===== config.mk =====
export PLATFORM = sky130hd
export DESIGN_NAME = cnn_layer_sequencer
export DESIGN_NICKNAME = d
export VERILOG_FILES = /design/src/rtl/cnn_layer_sequencer.sv
export SDC_FILE = /design/constraint.sdc
export NUM_CORES = 1
export LEC_CHECK = 0
export BUFFER_PORTS_ARGS = -buffer_cell sky130_fd_sc_hd__clkbuf_2
export CAP_MARGIN = 20
export CORE_ASPECT_RATIO = 2
export CORE_UTILIZATION = 45
export CTS_BUF_LIST = sky130_fd_sc_hd__clkbuf_4
export DETAILED_ROUTE_END_ITERATION = 7
export GPL_TIMING_DRIVEN = 0
export PLACE_DENSITY = 0.7
export SYNTH_ARGS = -nofsm -noshare
export SYNTH_HDL_FRONTEND = slang
export SYNTH_SLANG_ARGS = --single-unit
export TNS_END_PERCENT = 50

===== constraint.sdc =====
create_clock -name clk -period 1.8 [get_ports clk]
set_clock_uncertainty 0.05 [all_clocks]
set_input_delay 0.27 -clock clk [delete_from_list [all_inputs] [get_ports clk]]
set_output_delay 0.27 -clock clk [all_outputs]
set_load 0.01 [all_outputs]

===== src/rtl/cnn_layer_sequencer.sv =====
// Steps a shared CNN layer engine through up to LAYER_COUNT passes.
// Each pass uses its own programmed (x, y, z) base. A watchdog and an abort recover from a hung engine.
module cnn_layer_sequencer #(
  parameter int LAYER_COUNT = 4,
  parameter int ADDR_W      = 9,
  parameter int Z_W         = 8,
  parameter int TIMEOUT     = 65535
) (
  input  logic                               clk,
  input  logic                               rst,
  input  logic                               cfg_we,
  input  logic [$clog2(LAYER_COUNT)-1:0]     cfg_idx,
  input  logic [ADDR_W-1:0]                  cfg_x,
  input  logic [ADDR_W-1:0]                  cfg_y,
  input  logic [Z_W-1:0]                     cfg_z,
  input  logic [$clog2(LAYER_COUNT+1)-1:0]   num_layers,
  input  logic                               run,
  input  logic                               abort,
  input  logic                               layer_done,
  output logic                               layer_start,
  output logic [ADDR_W-1:0]                  x_inp,
  output logic [ADDR_W-1:0]                  y_inp,
  output logic [Z_W-1:0]                     z_inp,
  output logic                               busy,
  output logic [$clog2(LAYER_COUNT)-1:0]     cur_layer,
  output logic                               all_done,
  output logic                               err,
  output logic [2:0]                         dbg_state
);

  localparam int IDX_W = $clog2(LAYER_COUNT);
  localparam int CNT_W = $clog2(LAYER_COUNT + 1);
  localparam int WD_W  = $clog2(TIMEOUT + 1);
  localparam logic [CNT_W-1:0] MAX_CNT  = CNT_W'(LAYER_COUNT);
  localparam logic [WD_W-1:0]  WD_LIMIT = WD_W'(TIMEOUT - 1);

  typedef enum logic [2:0] {
    S_IDLE   = 3'd0,
    S_LOAD   = 3'd1,
    S_START  = 3'd2,
    S_WAIT   = 3'd3,
    S_FINISH = 3'd4
  } state_t;

  state_t state, state_nxt;

  logic [ADDR_W-1:0] tbl_x [LAYER_COUNT];
  logic [ADDR_W-1:0] tbl_y [LAYER_COUNT];
  logic [Z_W-1:0]    tbl_z [LAYER_COUNT];

  logic [CNT_W-1:0] count;
  logic [WD_W-1:0]  wdog;
  logic             run_go;
  logic             advance;
  logic             timeout_hit;
  logic             last_pass;

  // Handshake: run is a level request and is taken only in IDLE. layer_start is a one-cycle
  // command to the engine. layer_done is honoured only in WAIT, so a held level cannot skip a pass.
  assign last_pass = (CNT_W'(cur_layer) == count - CNT_W'(1));

  always_comb begin
    state_nxt   = state;
    run_go      = 1'b0;
    advance     = 1'b0;
    timeout_hit = 1'b0;
    case (state)
      S_IDLE: begin
        if (run && !abort) begin
          run_go    = (num_layers != '0);
          state_nxt = (num_layers != '0) ? S_LOAD : S_FINISH;
        end
      end
      S_LOAD:   state_nxt = S_START;
      S_START:  state_nxt = S_WAIT;
      S_WAIT: begin
        if (layer_done) begin
          advance   = !last_pass;
          state_nxt = last_pass ? S_FINISH : S_LOAD;
        end else if (wdog == WD_LIMIT) begin
          timeout_hit = 1'b1;
          state_nxt   = S_IDLE;
        end
      end
      S_FINISH: state_nxt = S_IDLE;
      default:  state_nxt = S_IDLE;
    endcase
    // Abort outranks layer_done and the watchdog.
    if (abort && state != S_IDLE) begin
      state_nxt   = S_IDLE;
      advance     = 1'b0;
      timeout_hit = 1'b0;
    end
  end

  always_ff @(posedge clk or negedge rst) begin
    if (!rst) begin
      state     <= S_IDLE;
      count     <= '0;
      wdog      <= '0;
      cur_layer <= '0;
      err       <= 1'b0;
      x_inp     <= '0;
      y_inp     <= '0;
      z_inp     <= '0;
      for (int i = 0; i < LAYER_COUNT; i++) begin
        tbl_x[i] <= '0;
        tbl_y[i] <= '0;
        tbl_z[i] <= '0;
      end
    end else begin
      state <= state_nxt;
      if (cfg_we && state == S_IDLE && CNT_W'(cfg_idx) < MAX_CNT) begin
        tbl_x[cfg_idx] <= cfg_x;
        tbl_y[cfg_idx] <= cfg_y;
        tbl_z[cfg_idx] <= cfg_z;
      end
      if (run_go) begin
        cur_layer <= '0;
        err       <= 1'b0;
        count     <= (num_layers > MAX_CNT) ? MAX_CNT : num_layers;
      end
      // The table is read one cycle after the run is accepted, so a same-cycle write is always seen.
      if (state == S_LOAD && !abort) begin
        x_inp <= tbl_x[cur_layer];
        y_inp <= tbl_y[cur_layer];
        z_inp <= tbl_z[cur_layer];
      end
      if (state == S_START) begin
        wdog <= '0;
      end else if (state == S_WAIT && !layer_done) begin
        wdog <= wdog + WD_W'(1);
      end
      if (advance) begin
        cur_layer <= cur_layer + IDX_W'(1);
      end
      if (timeout_hit) begin
        err <= 1'b1;
      end
    end
  end

  assign layer_start = (state == S_START);
  assign all_done    = (state == S_FINISH);
  assign busy        = (state != S_IDLE);
  assign dbg_state   = state;

endmodule


# Word level (Yosys, flattened, before mapping)
# Cells that the tools add are included.
# op_classes
n_lt_le_gt_ge	4
muxes	39
reduce_logical	16
n_addsub	3
eq_ne	8
bitwise_logic	2
# ops
cell	count
36-bit bitwise mux	2
9-bit two-way mux	5
9-bit binary-select mux with 2-bit select	2
32-bit bitwise mux	1
16-bit two-way mux	2
8-bit two-way mux	3
3-bit two-way mux	7
9-bit demux with 2-bit select	1
16-bit by 1-bit adder with 16-bit output, second input constant	1
8-bit binary-select mux with 2-bit select	1
8-bit demux with 2-bit select	1
16-bit == test, second input constant	1
3-bit case mux with 4 select lines	1
1-bit two-way mux	11
3-bit by 2-bit == test with 1-bit output, second input constant	2
3-bit greater-or-equal comparator, second input constant	2
1-bit logical AND	6
2-bit inverter with 3-bit output	2
2-bit nonzero test	3
3-bit nonzero test	2
2-bit two-way mux	2
4-bit inequality test, second input constant	1
2-bit by 3-bit == test with 1-bit output	1
3-bit by 1-bit == test with 1-bit output, second input constant	1
9 further kinds	11
# totals
wordCells	92
input_bits	37
out_inout_bits	35
register_bits	155

# Logic depth before layout (Yosys ltp)
# logic_depth
ltp_word	7
ltp_mapped	6
ltp_nobuf	6

# Least setup slack after synthesis
# Ideal clock, no wire load.
# synth_timing
kind	register to register
from	register state[2] (netlist: dbg_state[2])
to	register tbl_x[27] (netlist bit)
setup_slack_ns	-0.298
path_buffers	2
required_time_ns	1.625
arrival_time_ns	1.923
stages_incl_launch_ff	7
path_cell_list	dfrtp_1 buf_2 nor3_2 nand2_1 nor3_2 buf_2 mux2_2
# synth_between
elab_chain_len	2
# synth_lines
item	line	text
from (decl)	45	state_t state, state_nxt;
from (signal assigned)	112	state <= state_nxt;
3-bit zero test	113	if (cfg_we && state == S_IDLE && CNT_W'(cfg_idx) < MAX_CNT) begin
1-bit logical AND	113	
to (signal, indexed assignment)	114	tbl_x[cfg_idx] <= cfg_x;
to (decl)	47	logic [ADDR_W-1:0] tbl_x [LAYER_COUNT];
# No other way between the ends.
# A chain may end at the register's enable or synchronous reset.

# Final worst setup path
# layout_timing
from	register state[0] (netlist: dbg_state[0])
to	register wdog[9]
# layout_between
elab_chain_len	3
elab_cells_between_ends	5
cone_classes	eq/ne: 2; mux: 1; reduce/logical: 2
# layout_lines
item	line	text
3-bit by 2-bit == test with 1-bit output	131	end else if (state == S_WAIT && !layer_done) begin
1-bit logical AND	131	
2-bit nonzero test (no line)	--	
to (signal assigned)	132	wdog <= wdog + WD_W'(1);
to (decl)	52	logic [WD_W-1:0] wdog;
# Parallel ways exist; a longest one is shown, timed or not.

==> flow_summary.toml <==
[sta]
fin_crit_ps = 1990
worst_slack_ps = -189
max_slew_margin_pct = 60.7
fin_tns_setup_ps = -10270
rsz0062_at_grt = "yes"
worst-slew-pin-transition_ps = 582
setup_viol_count_final = 115
fmax_mhz = 503
fin_crit_sh_pct = 110
maxSlewViolCount = 0
hold_violations = 0

[worst_hold_path]
holdPathStages = 3
hold_path.class = "input pin to flip-flop"
hp-start = "layer_done"
worstHoldEndpoint = "dbg_state[1]$_DFFE_PN0P_"

[setup_path]
crit_fanout = 7
r2r_start = "dbg_state[0]$_DFFE_PN0P_"
crit_slowest_cell = "or4_4"
arrival_ps = 2370
worst_ep_required_time_ps = 2180
path_class = "flip-flop to flip-flop"
reg2regPathDepth = 6
cp-start-kind = "flip-flop"
cp-end-kind = "flip-flop"
slowest_delay_ps = 560
path_cells = "buf_6, and2_4, or4_4, buf_4, o31ai_1, a21oi_2"
r2r_slack_ps = -190
r2r-end = "wdog[9]$_DFFE_PN0P_"

[floorplan]
die_y_um = 176
boundaryPins = 72
core-area_sq_mm = 0.0148
start_util_pct = 45.9
floorplan.rows = 63
die_x_um = 88.9
dieArea_sq_mm = 0.0156

[power]
power_density_mw_per_mm2 = 1230
p_leak_nw = 3.95
peakVddDrop_v = 0.000488

[global_route]
grt_start_max_net_pins = 107
overflow = 0
grt_pass1_vias = 4797
grt_pass1_wl_um = 24300
antenna_found_initial = 1
globalRouteTotalUtil_pct = 21.0

[yosys]
async_flop_share_pct = 100
synth_seq_cells = 155
synthFlopType = "dfrtp_1"
synth_top_area_share_pct = 57.0
avgSynthCellArea_sq_um = 14.9
syn_area_sq_mm = 0.00680
ys_top_cells_by_area = "dfrtp_1 57%, mux2_2 22%, mux4_2 8.6%"
synth_edf_count = 0
syn_nets = 496
seq_area_frac_synth_pct = 57.0
synth_top_cell_by_area = "dfrtp_1"
netlist_instances = 456
ys_types = 43
ys_warn_count = 0

[finish]
multi_input_area_sq_mm = 0.00301
final_cell_mix = "151 x dfrtp_1, 105 x mux2_2, 68 x clkbuf_2, 34 x dlygate4sd3_1"
layout-drive-gt1-share_pct = 55.2
fillers = 1199
ff_latch_area_sq_mm = 0.00388
mostFrequentLayoutCell = "dfrtp_1"
syn_to_final_growth_pct = 32.6
final_core_util_pct = 60.9
final_nets = 659
fin_area_sq_mm = 0.00902

[detailed_routing]
drtPass1Iterations = 4
wl_per_cell_um = 18.6
drt.antenna.violating_nets = 0
vias = 4492
drtIter0Drc = 120
routed_wl_um = 15400
viasPerCell = 5.43
drc_errors = 0

[cts]
cts_root_buf = "clkbuf_4"
clkTransAtPathRegs_ps = 130
clock-sinks = 155
clk_latency_ps = 550
clockBufferDepth = 2
cts_tree = "yes"
cts.htree.levels = 4
numCtsBuffers = 17

[placed_design]
gp_congestion = 0.813
port_buffers = 71
dpl_cell_area_sq_mm = 0.00749
place_hpwl_um = 9830

[status]
violations = "negative setup slack"
status = "finished, violations left"

[job]
drv_cap = 0
-- routing by layer --
metal  vias up  track usage, %  routed length [um]  part of all wire, %
li1       2030               -                   -                    -
met1      2358            23.9                5810                   38
met2        82            38.3                8920                   58
met3        22            3.52                 387                  2.5
met4         0            7.87                 312                  2.0
met5         -               0                   0                    0
-- state kept, by name (all words and copies together) (netlist names) --
name	cells
tbl_x	36
tbl_y	36
tbl_z	32
wdog	16
x_inp	9
y_inp	9
z_inp	8
count	3
dbg_state	3
cur_layer	2
err	1
-- synthesized netlist by cell type (2+ instances only) --
cell type and n:
or4_1 6, xnor2_1 5, mux4_2 26, nor4_1 4, ha_1 3, nand4b_1 2, o21ai_0 11, or3_1 3
a21oi_1 7, mux2_2 131, nand3_1 4, inv_1 8, nor2_1 11, nand2b_1 3, o31ai_1 6, nand4_1 5
mux2i_1 2, xor2_1 4, nor3_1 3, buf_1 4, nand2_1 15, dfrtp_1 155, nor3_2 3, buf_2 6
clkbuf_1 11
-- report_power, final --
| group | switching (mW) | leakage, nW | internal [mW] | total [mW] |
|---|---|---|---|---|
| logic | 1.17 | 1.87 | 1.98 | 3.14 |
| clock network | 1.27 | 0.194 | 1.43 | 2.70 |
| registers | 0.614 | 1.89 | 4.63 | 5.25 |
-- worst max-delay path: cells and delay by family (launching register included) --
family,cells,cell delay [ps]
buffers and inverters,2,280
and+or+nand+nor,2,700
DFF,1,460
AOI/OAI and AO/OA,2,390
-- kinds of logic (layout without fill, tap and decap cells) --
family	count (synthesis)	in the layout	synth area share, %
AO/OA/AOI/OAI	32	32	2.98
XOR/XNOR	9	9	1.16
adder cells (fa/ha/maj)	3	3	0.552
buffers and inverters	29	205	1.71
flip-flops	155	155	57.0
multiplexers	159	159	30.6
other	0	1	0
AND/OR/NAND/NOR	69	69	6.00
-- through the flow --
step	power [mW]	hold slack [ps]	setup WS [ps]	std cells
detailed placement	7.98	202	-656	723
finish	11.1	94.0	-189	828
floorplan	7.02	-75.6	-82.1	456
global route	11.7	79.7	-237	828
global placement	7.76	422	-2380	722
CTS	11.0	41.1	-254	816
-- final cells by class --
class                   count  area share [%]
diodes                      1          0.0277
plain buffers              20            3.40
clock buffers              19            1.58
clock inverters            13            2.65
inverters                   8           0.361
multi-input cells         272            33.4
flip-flops and latches    155            43.1
well taps                 195            2.71
repair buffers            145            12.9
-- worst max-delay path by stage --
stage	slack, ps	endpoint	cells after the start	start
4_1_cts	-250	wdog[13]$_DFFE_PN0P_	6	dbg_state[0]$_DFFE_PN0P_
6_report	-190	wdog[9]$_DFFE_PN0P_	6	dbg_state[0]$_DFFE_PN0P_
3_3_place_gp	-2380	dbg_state[0]$_DFFE_PN0P_	1	rst
2_1_floorplan	-80	wdog[14]$_DFFE_PN0P_	5	wdog[0]$_DFFE_PN0P_
5_1_grt	-240	wdog[9]$_DFFE_PN0P_	5	dbg_state[0]$_DFFE_PN0P_
3_5_place_dp	-660	tbl_z[0]$_DFFE_PN0P_	4	dbg_state[1]$_DFFE_PN0P_
-- what timing repair did --
item	CTS	global route
hold buffers	34	0
resized for setup	82	41
setup endpoints to repair	152	145
pin swaps	10	5
gates cloned	2	6
setup buffers	25	6
endpoints found under the hold margin	158	0
Power figures use the tool's default switching activity.
